[config.mk]
export PLATFORM = sky130hd
export DESIGN_NAME = ks_add_scheduler_flat
export DESIGN_NICKNAME = d
export VERILOG_FILES = /design/src/rtl/ks_add_scheduler_pkg.sv /design/src/rtl/ks_add_scheduler_if.sv /design/src/rtl/ks_add_scheduler_slice.sv /design/src/rtl/ks_add_scheduler.sv /design/src/flat_wrapper.sv
export SDC_FILE = /design/constraint.sdc
export NUM_CORES = 1
export LEC_CHECK = 0
export ABC_AREA = 0
export CAP_MARGIN = 20
export CORE_ASPECT_RATIO = 0.8
export CORE_MARGIN = 2
export CORE_UTILIZATION = 50
export CTS_CLUSTER_SIZE = 14
export DETAILED_ROUTE_END_ITERATION = 12
export PLACE_DENSITY = 0.92
export SYNTH_ARGS = -nofsm -noshare
export SYNTH_HDL_FRONTEND = slang
export SYNTH_SLANG_ARGS = --single-unit
[constraint.sdc]
create_clock -name clk -period 4.3 [get_ports clk]
set_input_delay 0.86 -clock clk [delete_from_list [all_inputs] [get_ports clk]]
set_output_delay 0.86 -clock clk [all_outputs]
set_load 0.03 [all_outputs]
[src/rtl/ks_add_scheduler_pkg.sv]
// rtl/ks_add_scheduler_pkg.sv - shared types and slice-count helper for the adder scheduler
package ks_pkg;

  typedef enum logic [1:0] {
    IDLE = 2'd0,
    RUN  = 2'd1,
    DONE = 2'd2
  } state_t;

  typedef logic req_id_t;

  function automatic int nslice(input int width, input int slice);
    return width / slice;
  endfunction

endpackage

[src/rtl/ks_add_scheduler_if.sv]
// rtl/ks_add_scheduler_if.sv - requester, result and status signals of the adder scheduler
interface ks_add_scheduler_if #(
  parameter int WIDTH = 16
);

  logic             req0_valid;
  logic             req0_ready;
  logic [WIDTH-1:0] req0_a;
  logic [WIDTH-1:0] req0_b;
  logic             req0_cin;

  logic             req1_valid;
  logic             req1_ready;
  logic [WIDTH-1:0] req1_a;
  logic [WIDTH-1:0] req1_b;
  logic             req1_cin;

  logic             res_valid;
  logic             res_ready;
  logic [WIDTH-1:0] res_sum;
  logic             res_cout;
  logic             res_id;
  logic             busy;

  modport slave (
    input  req0_valid, req0_a, req0_b, req0_cin,
    input  req1_valid, req1_a, req1_b, req1_cin,
    input  res_ready,
    output req0_ready, req1_ready,
    output res_valid, res_sum, res_cout, res_id, busy
  );

  modport master (
    output req0_valid, req0_a, req0_b, req0_cin,
    output req1_valid, req1_a, req1_b, req1_cin,
    output res_ready,
    input  req0_ready, req1_ready,
    input  res_valid, res_sum, res_cout, res_id, busy
  );

endinterface

[src/rtl/ks_add_scheduler_slice.sv]
// rtl/ks_add_scheduler_slice.sv - combinational SLICE-bit Kogge-Stone adder with carry in/out
module ks_slice #(
  parameter int SLICE = 4
) (
  input  logic [SLICE-1:0] a,
  input  logic [SLICE-1:0] b,
  input  logic             cin,
  output logic [SLICE-1:0] sum,
  output logic             cout
);

  logic [SLICE-1:0] px;
  logic [SLICE-1:0] g;
  logic [SLICE-1:0] p;
  logic [SLICE-1:0] gn;
  logic [SLICE-1:0] pn;
  logic [SLICE:0]   c;

  assign px = a ^ b;

  // Prefix tree: after the level with span d, g[i]/p[i] cover bits max(0,i-2d+1)..i.
  always_comb begin
    g  = a & b;
    p  = px;
    gn = g;
    pn = p;
    for (int d = 1; d < SLICE; d = d * 2) begin
      gn = g;
      pn = p;
      for (int i = d; i < SLICE; i++) begin
        gn[i] = g[i] | (p[i] & g[i-d]);
        pn[i] = p[i] & p[i-d];
      end
      g = gn;
      p = pn;
    end
  end

  assign c    = {g | (p & {SLICE{cin}}), cin};
  assign sum  = px ^ c[SLICE-1:0];
  assign cout = c[SLICE];

endmodule

[src/rtl/ks_add_scheduler.sv]
// rtl/ks_add_scheduler.sv - round-robin two-requester adder that walks operands through one shared slice
module ks_add_scheduler
  import ks_pkg::*;
#(
  parameter int WIDTH = 16,
  parameter int SLICE = 4
) (
  input logic          clk,
  input logic          rst,
  ks_add_scheduler_if.slave bus
);

  localparam int NSLICE = nslice(WIDTH, SLICE);
  localparam int KW     = (NSLICE > 1) ? $clog2(NSLICE) : 1;
  localparam logic [KW-1:0] K_LAST = KW'(NSLICE - 1);

  state_t           state;
  state_t           state_next;
  logic [KW-1:0]    k;
  logic [WIDTH-1:0] a_q;
  logic [WIDTH-1:0] b_q;
  logic [WIDTH-1:0] sum_q;
  logic             carry_q;
  logic             cout_q;
  req_id_t          id_q;
  req_id_t          last_q;
  req_id_t          grant;
  logic             any_valid;
  logic             accept;
  logic [SLICE-1:0] slice_a;
  logic [SLICE-1:0] slice_b;
  logic [SLICE-1:0] slice_sum;
  logic             slice_cout;

  assign any_valid = bus.req0_valid | bus.req1_valid;

  // On a tie, serve whoever was not granted last.
  always_comb begin
    grant = 1'b0;
    if (bus.req0_valid && bus.req1_valid) begin
      grant = ~last_q;
    end else if (bus.req1_valid) begin
      grant = 1'b1;
    end
  end

  always_comb begin
    state_next     = state;
    accept         = 1'b0;
    bus.req0_ready = 1'b0;
    bus.req1_ready = 1'b0;
    case (state)
      IDLE: begin
        if (!rst && any_valid) begin
          accept         = 1'b1;
          bus.req0_ready = (grant == 1'b0);
          bus.req1_ready = (grant == 1'b1);
          state_next     = RUN;
        end
      end
      RUN: begin
        if (k == K_LAST) begin
          state_next = DONE;
        end
      end
      DONE: begin
        if (bus.res_ready) begin
          state_next = IDLE;
        end
      end
      default: state_next = IDLE;
    endcase
  end

  assign slice_a = a_q[k*SLICE +: SLICE];
  assign slice_b = b_q[k*SLICE +: SLICE];

  ks_slice #(
    .SLICE(SLICE)
  ) u_slice (
    .a   (slice_a),
    .b   (slice_b),
    .cin (carry_q),
    .sum (slice_sum),
    .cout(slice_cout)
  );

  always_ff @(posedge clk) begin
    if (rst) begin
      state   <= IDLE;
      k       <= '0;
      last_q  <= 1'b1;
      id_q    <= 1'b0;
      a_q     <= '0;
      b_q     <= '0;
      sum_q   <= '0;
      carry_q <= 1'b0;
      cout_q  <= 1'b0;
    end else begin
      state <= state_next;
      if (accept) begin
        a_q     <= grant ? bus.req1_a : bus.req0_a;
        b_q     <= grant ? bus.req1_b : bus.req0_b;
        carry_q <= grant ? bus.req1_cin : bus.req0_cin;
        id_q    <= grant;
        last_q  <= grant;
        k       <= '0;
      end else if (state == RUN) begin
        sum_q[k*SLICE +: SLICE] <= slice_sum;
        carry_q                 <= slice_cout;
        cout_q                  <= slice_cout;
        k                       <= k + 1'b1;
      end
    end
  end

  assign bus.res_valid = (state == DONE);
  assign bus.res_sum   = sum_q;
  assign bus.res_cout  = cout_q;
  assign bus.res_id    = id_q;
  assign bus.busy      = (state != IDLE);

endmodule

[src/flat_wrapper.sv]
// flat-port wrapper written by rule: the top's interface ports become plain ports
module ks_add_scheduler_flat import ks_pkg::*;
#(
  parameter int WIDTH = 16,
  parameter int SLICE = 4
)
  (clk, rst, bus_req0_valid, bus_req0_a, bus_req0_b, bus_req0_cin, bus_req1_valid, bus_req1_a, bus_req1_b, bus_req1_cin, bus_res_ready, bus_req0_ready, bus_req1_ready, bus_res_valid, bus_res_sum, bus_res_cout, bus_res_id, bus_busy);
  ks_add_scheduler_if #(.WIDTH(WIDTH)) bus_i ();
  input logic clk;
  input logic rst;
  input wire logic [$bits(bus_i.req0_valid)-1:0] bus_req0_valid;
  input wire logic [$bits(bus_i.req0_a)-1:0] bus_req0_a;
  input wire logic [$bits(bus_i.req0_b)-1:0] bus_req0_b;
  input wire logic [$bits(bus_i.req0_cin)-1:0] bus_req0_cin;
  input wire logic [$bits(bus_i.req1_valid)-1:0] bus_req1_valid;
  input wire logic [$bits(bus_i.req1_a)-1:0] bus_req1_a;
  input wire logic [$bits(bus_i.req1_b)-1:0] bus_req1_b;
  input wire logic [$bits(bus_i.req1_cin)-1:0] bus_req1_cin;
  input wire logic [$bits(bus_i.res_ready)-1:0] bus_res_ready;
  output wire logic [$bits(bus_i.req0_ready)-1:0] bus_req0_ready;
  output wire logic [$bits(bus_i.req1_ready)-1:0] bus_req1_ready;
  output wire logic [$bits(bus_i.res_valid)-1:0] bus_res_valid;
  output wire logic [$bits(bus_i.res_sum)-1:0] bus_res_sum;
  output wire logic [$bits(bus_i.res_cout)-1:0] bus_res_cout;
  output wire logic [$bits(bus_i.res_id)-1:0] bus_res_id;
  output wire logic [$bits(bus_i.busy)-1:0] bus_busy;
  assign bus_i.req0_valid = bus_req0_valid;
  assign bus_i.req0_a = bus_req0_a;
  assign bus_i.req0_b = bus_req0_b;
  assign bus_i.req0_cin = bus_req0_cin;
  assign bus_i.req1_valid = bus_req1_valid;
  assign bus_i.req1_a = bus_req1_a;
  assign bus_i.req1_b = bus_req1_b;
  assign bus_i.req1_cin = bus_req1_cin;
  assign bus_i.res_ready = bus_res_ready;
  assign bus_req0_ready = bus_i.req0_ready;
  assign bus_req1_ready = bus_i.req1_ready;
  assign bus_res_valid = bus_i.res_valid;
  assign bus_res_sum = bus_i.res_sum;
  assign bus_res_cout = bus_i.res_cout;
  assign bus_res_id = bus_i.res_id;
  assign bus_busy = bus_i.busy;
  ks_add_scheduler #(.WIDTH(WIDTH), .SLICE(SLICE)) u_core (.clk(clk), .rst(rst), .bus(bus_i));
endmodule
==> run summary <==
TIMING
-----------------------------------------------------------------------------------------
FMAX                                                                            0.267 GHz
Setup violations, final                                                                 0
Normalized max-slew margin                                                          45.0%
Setup tns final                                                                      0 ns
Final critical delay including setup and external delays                          3.74 ns
Transition time at the pin with the least slew margin                            0.824 ns
Setup Skew                                                                     0.00838 ns
Unrepaired setup endpoints after global routing                                        no
Post-route fraction of the period consumed by the critical path                     87.0%
Final Max Slew Viols                                                                    0
Final-report hold violation count                                                       0
Final worst setup slack                                                          0.561 ns

PLACE
-----------------------------------------------------------------------------------------
Placed Instances                                                                      460
Setup WS pre-CTS                                                                 0.544 ns
Quantity of I/O buffers inserted on ports                                              92
Detailed placement HPWL                                                      5160 microns
Routability Congestion                                                              0.789

WORST SETUP PATH
-----------------------------------------------------------------------------------------
Worst reg2reg path startpoint                                                 u_core.k[0]
Worst-path maximum fanout                                                               5
Data required time at the worst endpoint                                          3.44 ns
Launching element of the worst setup path                                    bus_req1_valid
Capturing element type of the critical path                                  primary output
Startpoint class of the critical path                                          input port
Critical path class                                                                in2out
CP Data Arrival Time                                                              2.88 ns

ROUTING
-----------------------------------------------------------------------------------------
Met2 wire length                                                             3470 microns
Number of design rule violations left after detail routing                              0
Post-detailed-route wirelength per cell                                      15.1 microns
Detail Route Antenna Nets                                                               0
Vias                                                                                 2564
Metal1 wirelength                                                            3060 microns
Highest Signal Layer                                                                 met4
Detailed-routed wire length on met3                                           433 microns
Detailed-routing iteration count for the pre-antenna-repair pass                        4
Wire length after detailed routing                                           7060 microns
Average via count per standard cell                                                  5.48
Initial drt markers                                                                   150

FLOORPLANNING
-----------------------------------------------------------------------------------------
Die footprint                                                                0.00645 sq mm
Core Footprint                                                               0.00553 sq mm
Floorplan die width                                                          89.3 microns
IO Count                                                                               93
Total number of placement rows                                                         24
Starting density of the core                                                        52.7%
Die height                                                                   72.3 microns

SYNTHESIS
-----------------------------------------------------------------------------------------
Synth cell types                                                                       44
Cells taking the most area after synthesis                                   dfxtp_1 (39%), a311oi_2 (10%), nand2_1 (7.7%)
Synth Area per Inst                                                            9.39 sq um
Proportion of register bits with asynchronous set or reset after synthesis             0%
Warnings, synthesis                                                                     0
Flip-flop cell with the highest count after synthesis                             dfxtp_1
Sequential area share after synthesis                                               38.5%
Top cell type by total area after synthesis                                       dfxtp_1
Number of enable-type register cells in the synthesized netlist                         0
Number of storage elements in the synthesis netlist                                    56
Proportion of netlist area held by the largest area contributor                     38.5%
Number of cells produced by synthesis                                                 310
Post-synth design cell area                                                  0.00291 sq mm
Syn_nets                                                                              391

CLOCK NETWORK
-----------------------------------------------------------------------------------------
Clock-pin slew on the worst setup and hold paths                                  0.09 ns
Largest buffer count on any clock path                                                  2
CTS sink count                                                                         56
Number of buffers inserted during clock tree synthesis                                  5
CTS-repair resized insts                                                                0
Number of post-CTS setup repair buffers                                                 0
Clk_lat worst skew                                                                0.31 ns
Root buf cell                                                                    clkbuf_8
CTS H-tree lvls                                                                         2
CTS tree                                                                            built
CTS Hold Bufs                                                                           0

FINISH
-----------------------------------------------------------------------------------------
Area overhead of the layout relative to synthesis                                   34.5%
Final Net Count                                                                       470
Highest-count cells in the layout ignoring fill and taps                     clkdlybuf4s50_1 (91), nand2_1 (60), dfxtp_1 (56)
Most common cell after layout, fill and taps aside                           clkdlybuf4s50_1
Filler-free cell count of the finished design                                         468
Share of cells above drive strength 1                                               11.8%
Antenna Diode Count                                                                     0

OUTCOME
-----------------------------------------------------------------------------------------
Run status                                                                   finished clean

WORST HOLD PATH
-----------------------------------------------------------------------------------------
Beginning of the worst hold path                                             u_core.last_q
Path type of the worst min-delay path                                             reg2reg

GLOBAL ROUTE
-----------------------------------------------------------------------------------------
GRT Util Overall                                                                    23.1%
Number of global-route vias before repair                                            2562
Global-route wire length before repair                                       11600 microns
Initial antenna violation count                                                         0
Pin count of the biggest net entering global routing                                   66
Global route total overflow                                                             0

PWR
-----------------------------------------------------------------------------------------
Worst ir drop on vdd                                                             0.130 mV
Power Density                                                                 298 mW/mm^2
Leakage power                                                                     1.44 nW

RUN
-----------------------------------------------------------------------------------------
Maximum capacitance violations                                                          0

## critical path, stage by stage
cell	delay, ns
clkdlybuf4s50_1	0.51
nor2_1	0.10
or4_1	0.50
nor2_1	0.20
clkdlybuf4s50_1	0.70
## Yosys cell counts, types with 6 or more instances
| cell type | count |
|---|---|
| a22oi_1 | 8 |
| a311oi_1 | 9 |
| a311oi_2 | 20 |
| clkbuf_1 | 12 |
| dfxtp_1 | 56 |
| ha_1 | 9 |
| mux4_2 | 8 |
| nand2_1 | 60 |
| nand2b_1 | 6 |
| nand3b_1 | 7 |
| nor2_1 | 48 |
## final timing paths
| check | depth (start not counted) | slack [ns] | to |
|---|---|---|---|
| hold reg to reg | 2 | 0.46 | u_core.last_q |
| setup / recovery | 5 | 0.56 | bus_req1_ready |
| hold / removal | 2 | 0.46 | u_core.last_q |
| setup reg to reg | 6 | 1.35 | u_core.bus.res_sum[3] |
## power breakdown
group	switching, mW	leakage [nW]	internal [mW]
Sequential	0.0292	0.459	0.552
Combinational	0.144	0.938	0.148
Clock	0.163	0.0455	0.132
## state kept, by name, indices dropped and copies added, names as in the netlist
signal               cells
u_core.a_q              16
u_core.b_q              16
u_core.bus.res_sum      16
u_core.k                 2
u_core.state             2
u_core.bus.res_cout      1
u_core.bus.res_id        1
u_core.carry_q           1
u_core.last_q            1
## logic make-up (layout without fill, tap and decap cells)
logic type	count (synthesis)	count (layout)	share of synthesized area, %
buffers and inverters	29	109	5.07
AO/OA/AOI/OAI	60	60	20.5
AND/OR/NAND/NOR	142	142	23.6
flip-flops	56	56	38.5
adder cells (fa/ha/maj)	10	10	4.56
multiplexers	10	10	6.88
XOR/XNOR	3	3	0.903
## layer usage
| metal | vias up | track usage (%) |
|---|---|---|
| met1 | 1198 | 29.9 |
| met2 | 84 | 39.5 |
| li1 | 1271 | - |
| met3 | 11 | 4.21 |
| met4 | 0 | 6.80 |
| met5 | - | 0 |
## area by class of cell
cell class / instances / area, sq um
fill: 402 / 1610
inverter: 5 / 18.8
clock buffer: 8 / 90.1
sequential: 56 / 1120
timing repair buffer: 96 / 946
tap: 78 / 97.6
multi-input combinational: 225 / 1640
## stage by stage
stage	hold slack (ns)	util [%]	power (mW)	instance area (sq um)
finish	0.461	70.9	1.17	3920
global route	0.483	70.9	1.22	3920
CTS	0.462	70.9	1.17	3920
detailed placement	0.448	69.2	0.885	3830
global placement	0.440	69.2	0.876	3830
floorplan	0.426	-	0.772	2910
(Power assumes the default switching activity.)
